[src/rtl/decodificador_display.sv]
// MM:SS 4-digit multiplexed 7-seg driver; blink phase built only with DISPLAY_BLINK_EN.
// Outputs registered 1 cycle after idx/data change; no backpressure (load strobe always accepted).
module decodificador_display #(
  parameter int SCAN_DIV    = 1000,
  parameter int BLINK_SCANS = 64
) (
  input  logic        clock,
  input  logic        reset_n,
  input  logic        carregar,
  input  logic [15:0] digitos,
  input  logic        piscar,
  output logic [6:0]  segmentos,
  output logic        ponto,
  output logic [3:0]  anodo,
  output logic        erro
);

  logic [15:0] dados;
  logic [15:0] presc;
  logic [1:0]  idx;
  logic        tick;
  logic        visivel;
  logic [3:0]  nib;
  logic [6:0]  seg_dec;
  logic [6:0]  seg_nxt;
  logic [3:0]  an_nxt;
  logic        pt_nxt;

  function automatic logic palavra_invalida(input logic [15:0] w);
    return (w[15:12] > 4'd9) || (w[11:8] > 4'd9) || (w[7:4] > 4'd9) || (w[3:0] > 4'd9);
  endfunction

  assign tick = (presc == 16'(SCAN_DIV - 1));

  always_ff @(posedge clock or negedge reset_n) begin
    if (!reset_n) begin
      dados <= 16'h0000;
      erro  <= 1'b0;
    end else if (carregar) begin
      dados <= digitos;
      erro  <= palavra_invalida(digitos);
    end
  end

  always_ff @(posedge clock or negedge reset_n) begin
    if (!reset_n) begin
      presc <= 16'd0;
      idx   <= 2'd0;
    end else if (tick) begin
      presc <= 16'd0;
      idx   <= idx + 2'd1;
    end else begin
      presc <= presc + 16'd1;
    end
  end

`ifdef DISPLAY_BLINK_EN
  logic [7:0] cnt_pisca;
  logic       fase;
  logic       fim_varredura;

  assign fim_varredura = tick && (idx == 2'd3);

  always_ff @(posedge clock or negedge reset_n) begin
    if (!reset_n) begin
      cnt_pisca <= 8'd0;
      fase      <= 1'b1;
    end else if (!piscar) begin
      cnt_pisca <= 8'd0;
      fase      <= 1'b1;
    end else if (fim_varredura) begin
      if (cnt_pisca == 8'(BLINK_SCANS - 1)) begin
        cnt_pisca <= 8'd0;
        fase      <= ~fase;
      end else begin
        cnt_pisca <= cnt_pisca + 8'd1;
      end
    end
  end

  // Gating with the live piscar lets the display come back on the very edge piscar drops.
  assign visivel = fase | ~piscar;
`else
  localparam int unused_blink_scans = BLINK_SCANS;
  logic unused_piscar;
  assign unused_piscar = piscar;
  assign visivel       = 1'b1;
`endif

  always_comb begin
    nib = dados[{idx, 2'b00} +: 4];
    case (nib)
      4'd0:    seg_dec = 7'h7E;
      4'd1:    seg_dec = 7'h30;
      4'd2:    seg_dec = 7'h6D;
      4'd3:    seg_dec = 7'h79;
      4'd4:    seg_dec = 7'h33;
      4'd5:    seg_dec = 7'h5B;
      4'd6:    seg_dec = 7'h5F;
      4'd7:    seg_dec = 7'h70;
      4'd8:    seg_dec = 7'h7F;
      4'd9:    seg_dec = 7'h7B;
      default: seg_dec = 7'h01;
    endcase
    // Only the tens-of-minutes digit is blanked when zero.
    seg_nxt = ((idx == 2'd3) && (nib == 4'd0)) ? 7'h00 : seg_dec;
    an_nxt  = 4'b0001 << idx;
    pt_nxt  = (idx == 2'd2);
    if (!visivel) begin
      seg_nxt = 7'h00;
      an_nxt  = 4'b0000;
      pt_nxt  = 1'b0;
    end
  end

  always_ff @(posedge clock or negedge reset_n) begin
    if (!reset_n) begin
      segmentos <= 7'h00;
      anodo     <= 4'b0000;
      ponto     <= 1'b0;
    end else begin
      segmentos <= seg_nxt;
      anodo     <= an_nxt;
      ponto     <= pt_nxt;
    end
  end

endmodule

[config.mk]
export PLATFORM = sky130hd
export DESIGN_NAME = decodificador_display
export DESIGN_NICKNAME = d
export VERILOG_FILES = /design/src/rtl/decodificador_display.sv
export SDC_FILE = /design/constraint.sdc
export NUM_CORES = 1
export LEC_CHECK = 0
export BUFFER_PORTS_ARGS = -buffer_cell sky130_fd_sc_hd__buf_2
export CAP_MARGIN = 5
export CORE_MARGIN = 1
export CORE_UTILIZATION = 53
export CTS_BUF_LIST = sky130_fd_sc_hd__clkbuf_8
export CTS_CLUSTER_SIZE = 16
export DETAILED_ROUTE_END_ITERATION = 10
export PLACE_DENSITY = 0.78
export SYNTH_ARGS = -nofsm -noshare
export SYNTH_HDL_FRONTEND = slang
export SYNTH_SLANG_ARGS = --single-unit
[constraint.sdc]
create_clock -name clock -period 2 [get_ports clock]
set_input_delay 0.1 -clock clock [delete_from_list [all_inputs] [get_ports clock]]
set_output_delay 0.1 -clock clock [all_outputs]
set_load 0.1 [all_outputs]
# After elaboration in Yosys (flattened, before gate mapping)
# Memories as Yosys holds them, arrays and structs flattened.
# Cells that the tools add are included.
totals:
  ff_bits: 47
  memories: 1
  rom_bits: 112
  word_cells: 26
op_classes:
  shift: 2
  n_eq_ne: 3
  add_sub_neg: 2
  mux: 2
  reduce_logical: 5
  n_lt_le_gt_ge: 4
mem_list:
  columns: ["name", "words", "width", "read_ports", "rd_ports_with_merged_regs", "write_ports", "line", "rtl"]
  rows:
  - ["(name not given)", 16, 7, 1, 0, 0, "92", "case (nib)"]
op_table:
  columns: ["op", "n"]
  rows:
  - ["$add 16x1->16 const B", 1]
  - ["$eq 16x10->1 const B", 1]
  - ["$gt 4x4->1 const B", 4]
  - ["$mux 16", 1]
  - ["$shiftx 16x5->4", 1]
  - ["$mux 7", 1]
  - ["$eq 2x2->1 const B", 2]
  - ["$logic_not 4->1", 1]
  - ["$shl 1x2->4 const A", 1]
  - ["$logic_or 1x1->1", 3]
  - ["$add 2x1->2 const B", 1]
  - ["$logic_and 1x1->1", 1]

# Depth between registers and ports, before layout
# Gate-level depths: netlist (run 1).
logic_depth:
  depth_word: 4
  mapped_depth: 8
  ltp_nobuf: 7

# Worst setup path after synthesis (run 1)
# No wires, ideal clock.
synth_path:
  kind: "flip-flop to flip-flop"
  startpoint: "reg idx[0]"
  endpoint: "reg segmentos[4]"
  slack_ps: 13
  arrival_time_ps: 1868
  stages_incl_launch_ff: 9
  cell_sequence: "dfrtp_1 buf_6 mux4_1 inv_1 ha_1 nand2_1 nor3_2 nand2b_4 o21ba_1"
synth_via:
  elab_chain_cells: 4
  elab_cells_between_ends: 6
synth_lines:
  columns: ["item", "line", "rtl"]
  rows:
  - ["start: declaration", "20", "logic [1:0] idx;"]
  - ["start signal: assignment", "51", "idx <= idx + 2'd1;"]
  - ["parallel branches: the longest is 3 deep, another holds $mem_v2 16x7", null, null]
  - ["$mux 7 *", "106", "seg_nxt = ((idx == 2'd3) && (nib == 4'd0)) ? 7'h00 : seg_dec;"]
  - ["via seg_nxt[4]", "25", "logic [6:0] seg_nxt;"]
  - ["end signal: assignment", "122", "segmentos <= seg_nxt;"]
  - ["end: declaration", "12", "output logic [6:0] segmentos,"]
# Mark *: on every way through the listed nets, which the timed path passes.
# A chain may end at the register's enable or synchronous reset.

# Worst setup path after layout (run 1)
# Same ends and word-level chain as after synthesis.

==> run_results.csv, run 1 <==
group,metric,value,unit
detailed_routing,wirelength,3560,um
finish,area_growth,15.3,%
critical_path,critPathSlowestCell,"mux4_2",
floorplan,die_x,65.4,um
floorplan,dieHeight,65.4,um
sta,fmax,536,MHz
sta,finalCritPeriodShare,93.2,%
synthesis,synth-edff-count,0,
floorplan,rows,22,
detailed_routing,firstDrtPassIters,4,
sta,slew_viol_final,0,
detailed_routing,vias_per_cell,5.28,
finish,n_antenna_cell,0,
global_route,grt_pass1_vias,1398,
detailed_routing,drt_iter0_drc,60,
finish,final.fill_count,297,
critical_path,crit_buf_inv,1,
critical_path,cp.depth,7,
status,outcome,"finished, final reports clean",
pwr,total_power,0.00196,W
sta,hold_violations,0,
synthesis,ys_async_sr_fraction,100,%
finish,final_common_cell,"dfrtp_1",
synthesis,synth_top_area_share,54.1,%
sta,hold_ws,0.0440,ns
sta,finalClockSkew,0.00406,ns
finish,layout_common_cells,"dfrtp_1 (45), buf_2 (31), mux2_2 (16)",
synthesis,ys_seq_area_share,54.1,%
sta,slew_headroom,67.8,%
global_route,antenna_found_initial,0,
finish,drive_gt1_share,33.3,%
detailed_routing,vias,1378,
critical_path,endpoint_kind,"register",
global_route,grt-ovfl-total,0,
critical_path,r2r_end,"segmentos[4]",
flow_run,cap_violations,0,
finish,layout.nets,243,
clock_tree,clockBufferDepth,2,
critical_path,critical_path_class,"reg -> reg",
critical_path,reg2reg_depth,7,
critical_path,crit_required,2.19,ns
synthesis,yosys-top-cells-area,"dfrtp_1 (54%), mux2_2 (8.5%), ha_1 (6.5%), xnor2_1 (3.7%), mux4_2 (3.2%)",
synthesis,ys.flop_type,"dfrtp_1",
placement,gp_congestion,0.839,
sta,rsz0062_at_grt,"no",
sta,finalCriticalPeriod,1.86,ns
synthesis,syn-instance-count,172,
synthesis,synth_nets,203,
synthesis,yosys_warnings,0,
critical_path,endpoint,"segmentos[4]",
detailed_routing,drcViolationCount,0,
critical_path,rr_startpoint,"idx[0]",
global_route,grt_pass1_wl,6290,um
floorplan,core_area,3740,sq um
clock_tree,postCtsSetupBuffers,0,
clock_tree,clk_pin_slew,0.08,ns
critical_path,path_delay_family,"multiplexers",
floorplan,dieArea,4280,sq um
critical_path,max_stage_delay,0.54,ns
critical_path,critPathLaunchType,"register",
placement,dp_hpwl,2670,um
synthesis,synth_cell_type_count,38,
pwr,powerDensity,796,nW/um^2
clock_tree,cts-root-buf,"clkbuf_8",
floorplan,io_pins,33,
detailed_routing,drtAntennaViolNets,0,
clock_tree,worstSkewPairLatency,0.29,ns
sta,setup_tns,0,ns
sta,tightestPinTransition,0.486,ns
synthesis,syn_area_per_cell,12.4,sq um
finish,final_util,65.6,%
pwr,power.leakage,1.13,nW
global_route,gr-usage-all-layers,19.7,%
placement,io_buffers,31,
synthesis,synth_top_area_cell,"dfrtp_1",
critical_path,r2r_slack,0.14,ns
critical_path,arrival,2.05,ns
floorplan,initial_core_util,56.9,%
critical_path,critPathMaxFanout,5,
synthesis,syn_area,2130,sq um
global_route,grt_max_degree,20,
synthesis,synth-seq-cells,46,
clock_tree,cts_made_buffers,5,
clock_tree,cts_tree,"done",
clock_tree,clkSinkCount,46,
hold_path,min_path_type,"in -> reg",
clock_tree,h-tree-depth,2,
critical_path,crit_path_start,"idx[0]",
pwr,vdd_drop_max,0.623,mV
sta,setup_violations,0,
critical_path,path_cells,"mux4_2 -> inv_2 -> ha_2 -> nand2_1 -> nor3_2 -> nand2b_4 -> o21ba_1",
detailed_routing,wl_per_cell,13.7,um
-- metal layers --
layer	vias up	GRT usage [%]	share of wire (%)
li1	675	-	-
met1	653	26.2	47
met2	39	31.2	46
met3	11	3.65	4.3
met4	0	9.51	2.7
met5	-	0	0
-- area by class of cell --
class | instances | area [sq um] | share of cell area [%]
clock buffers | 6 | 82.6 | 3.36
inverters | 7 | 26.3 | 1.07
clock inverters | 2 | 8.76 | 0.357
flip-flops and latches | 46 | 1150 | 46.9
multi-input cells | 113 | 908 | 37.0
well taps | 48 | 60.1 | 2.45
repair buffers | 39 | 218 | 8.86
-- report_power, final --
| group | switching (W) | total (W) | internal [W] |
|---|---|---|---|
| Combinational | 0.000281 | 0.000390 | 0.000109 |
| Clock | 0.000285 | 0.000558 | 0.000274 |
| Sequential | 0.0000225 | 0.00101 | 0.000985 |
-- cell usage after synthesis, types with 3 or more instances --
cell,number
xnor2_1,9
nor3_1,3
ha_1,11
mux4_2,3
o21ai_0,5
mux2_2,16
nor2_1,9
a21oi_1,7
nand3_1,8
dfrtp_1,46
nand2_1,12
nand2b_1,3
xor2_1,3
inv_1,7
-- worst min path at each step --
stage | from | endpoint | slack, ns | cells past startpoint
final | digitos[4] | dados[4] | 0.04 | 2
after global routing | digitos[4] | dados[4] | 0.03 | 2
after CTS | digitos[4] | dados[4] | 0.04 | 2
after detailed placement | reset_n | erro | 0.06 | 1
after global placement | reset_n | dados[14] | 0.04 | 1
after floorplan | reset_n | anodo[0] | -0.20 | 0
-- timing repair --
item | CTS | global route
hold buffers | 1 | 0
gates resized for setup | 0 | 4
setup endpoints to repair | 0 | 1
endpoints found under the hold margin | 17 | 0
-- flip-flops by register name, indices dropped and copies added (netlist names) --
| signal | flops |
|---|---|
| segmentos | 7 |
| dados | 16 |
| idx | 2 |
| erro | 1 |
| anodo | 4 |
| presc | 16 |
-- through the flow --
stage	cell area, sq um	cells	setup slack (ns)
2_1_floorplan	2130	172	0.0133
3_3_place_gp	2350	252	0.118
3_5_place_dp	2350	252	0.0182
4_1_cts	2460	261	0.0209
5_1_grt	2460	261	0.0238
6_report	2460	261	0.136
-- kinds of logic (layout without fill, tap and decap cells) --
logic type / after synthesis / after routing / share of synthesized area [%]
flops: 46 / 46 / 54.1
fa+ha+maj: 11 / 11 / 6.46
compound gates: 19 / 19 / 5.58
xor+xnor: 12 / 12 / 4.94
buf+inv: 13 / 54 / 3.23
simple gates: 51 / 51 / 12.9
mux: 20 / 20 / 12.9
No activity file was read; power rests on OpenSTA's default activity.
==> run 2: changes to the inputs <==
--- a/config.mk
+++ b/config.mk
@@ -8,7 +8,7 @@
 export BUFFER_PORTS_ARGS = -buffer_cell sky130_fd_sc_hd__buf_2
 export CAP_MARGIN = 5
 export CORE_MARGIN = 1
-export CORE_UTILIZATION = 53
+export CORE_UTILIZATION = 55
 export CTS_BUF_LIST = sky130_fd_sc_hd__clkbuf_8
 export CTS_CLUSTER_SIZE = 16
 export DETAILED_ROUTE_END_ITERATION = 10
==> constraint.sdc (replaced) <==
create_clock -name clock -period 1.9 [get_ports clock]
set_input_delay 0.095 -clock clock [delete_from_list [all_inputs] [get_ports clock]]
set_output_delay 0.095 -clock clock [all_outputs]
set_load 0.1 [all_outputs]
==> run 2 against run 1 <==
  * The flow now finishes with violations (negative setup slack)
  * Non-clock buffer count grew 11
  * Hold slack lost 0.017 ns
  * Die area shrank 3.5%
  * First-iteration DRC count fell by 27%
  * Final cell count increased by 4.2%
  * Routed wire length rose by 11%
  * Highest routed layer unchanged
==> run_results.csv, run 2 (synthesized netlist as in run 1, its figures left out) <==
group,metric,value,unit
status,outcome,"finished, violations left",
status,violations,"negative setup slack",
placement,io_buffers,31,
detailed_routing,vias_per_cell,5.39,
global_route,antenna_found_initial,0,
finish,n_antenna_cell,0,
critical_path,critical_path_class,"reg -> reg",
floorplan,core_area,3690,sq um
global_route,grt-ovfl-total,0,
finish,final_util,70.1,%
sta,rsz0062_at_grt,"yes",
finish,area_growth,21.4,%
pwr,vdd_drop_max,0.657,mV
clock_tree,clkSinkCount,46,
sta,fmax,521,MHz
critical_path,endpoint_kind,"register",
pwr,power.leakage,1.21,nW
critical_path,critPathMaxFanout,5,
clock_tree,clk_pin_slew,0.08,ns
detailed_routing,vias,1465,
detailed_routing,drtAntennaViolNets,0,
sta,finalCriticalPeriod,1.92,ns
flow_run,cap_violations,0,
finish,drive_gt1_share,37.1,%
finish,layout_common_cells,"dfrtp_1 (45), buf_2 (31), mux2_2 (16), buf_4 (16), nand2_1 (11)",
sta,hold_violations,0,
detailed_routing,wirelength,3970,um
finish,largest_registers,"dados (16), presc (16), segmentos (7)",
detailed_routing,wl_per_cell,14.6,um
placement,dp_hpwl,2850,um
floorplan,die_x,64.2,um
detailed_routing,firstDrtPassIters,4,
hold_path,min_path_type,"in -> reg",
finish,final_common_cell,"dfrtp_1",
critical_path,crit_required,2.09,ns
clock_tree,cts_made_buffers,5,
sta,slew_viol_final,0,
clock_tree,cts-root-buf,"clkbuf_8",
sta,finalCritPeriodShare,101,%
floorplan,initial_core_util,57.7,%
global_route,grt_pass1_vias,1456,
placement,placedCellCount,254,
critical_path,arrival,2.11,ns
pwr,powerDensity,850,nW/um^2
clock_tree,clockBufferDepth,2,
sta,setup_violations,1,
finish,final.fill_count,281,
placement,pre_cts_ws,-0.0209,ns
finish,final_cells,272,
clock_tree,worstSkewPairLatency,0.30,ns
clock_tree,cts_tree,"done",
sta,finalClockSkew,0.00789,ns
detailed_routing,drt_iter0_drc,44,
sta,tightestPinTransition,0.496,ns
global_route,grt_pass1_wl,6510,um
sta,hold_ws,0.0271,ns
detailed_routing,drcViolationCount,0,
floorplan,rows,22,
finish,layout.nets,254,
sta,layout_setup_ws,-0.0199,ns
sta,slew_headroom,67.2,%
global_route,grt_max_degree,20,
floorplan,dieArea,4120,sq um
placement,gp_congestion,0.853,
floorplan,io_pins,33,
global_route,gr-usage-all-layers,21.0,%
clock_tree,h-tree-depth,2,
critical_path,critPathLaunchType,"register",
floorplan,dieHeight,64.2,um
-- run 2: cell types whose count changed in the layout (fill, tap and decap cells not counted) --
cell and delta:
nand2_1 -1, ha_2 -1, clkbuf_8 -1, ha_4 +1, inv_2 +1, buf_4 +9, bufinv_16 +1, nor3_2 -1
buf_6 +2, nand2_4 +1, clkinv_2 -1, nor3_4 +1
-- run 2: metal layers --
layer	GRT usage, %	wire (um)	vias up
met5	0	0	-
met4	8.61	55	0
met3	4.46	154	5
met2	35.9	2070	42
met1	25.8	1690	728
li1	-	-	690
-- run 2: power by group --
| part | internal [W] | switching [W] |
|---|---|---|
| combinational | 0.000137 | 0.000310 |
| sequential | 0.00104 | 0.0000245 |
| clock | 0.000383 | 0.000306 |
| total | 0.00156 | 0.000640 |
-- run 2: final timing paths --
check / from / endpoint / slack (ns) / cells after the start
setup / recovery: idx[0] / segmentos[4] / -0.02 / 7
hold / removal: digitos[12] / dados[12] / 0.03 / 2
setup reg to reg: idx[0] / segmentos[4] / -0.02 / 7
hold reg to reg: presc[15] / presc[15] / 0.50 / 1
max in group asynchronous: reset_n / idx[0] / 1.13 / 3
min in group asynchronous: reset_n / presc[4] / 0.22 / 2
-- run 2: worst max-delay path, cell delays in order (launching register included) --
cell      delay (ns)
dfrtp_2         0.42
mux4_2          0.56
inv_2           0.10
ha_4            0.15
nand2_4         0.06
nor3_4          0.20
nand2b_4        0.17
o21ba_1         0.15
-- run 2: stage by stage --
step	instance area (sq um)	power (W)	setup TNS, ns
global placement	2370	0.00148	0
CTS	2490	0.00218	0
global route	2580	0.00228	-0.0874
floorplan	2130	0.00139	-0.0232
detailed placement	2370	0.00150	-0.0209
finish	2580	0.00220	-0.0199
-- run 2: final cells by class --
class	count	area, sq um	area share [%]
Multi-Input combinational cell	113	932	36.1
Sequential cell	46	1150	44.6
Timing Repair Buffer	50	308	11.9
Inverter	7	26.3	1.02
Tap cell	48	60.1	2.32
Clock buffer	5	68.8	2.66
Clock inverter	3	37.5	1.45
-- run 2: what timing repair did --
action	in CTS	in global routing
gates resized for setup	1	8
hold buffers	1	0
setup endpoints to repair	1	5
endpoints found under the hold margin	12	0
pin swaps	0	2
buffers inserted	1	8
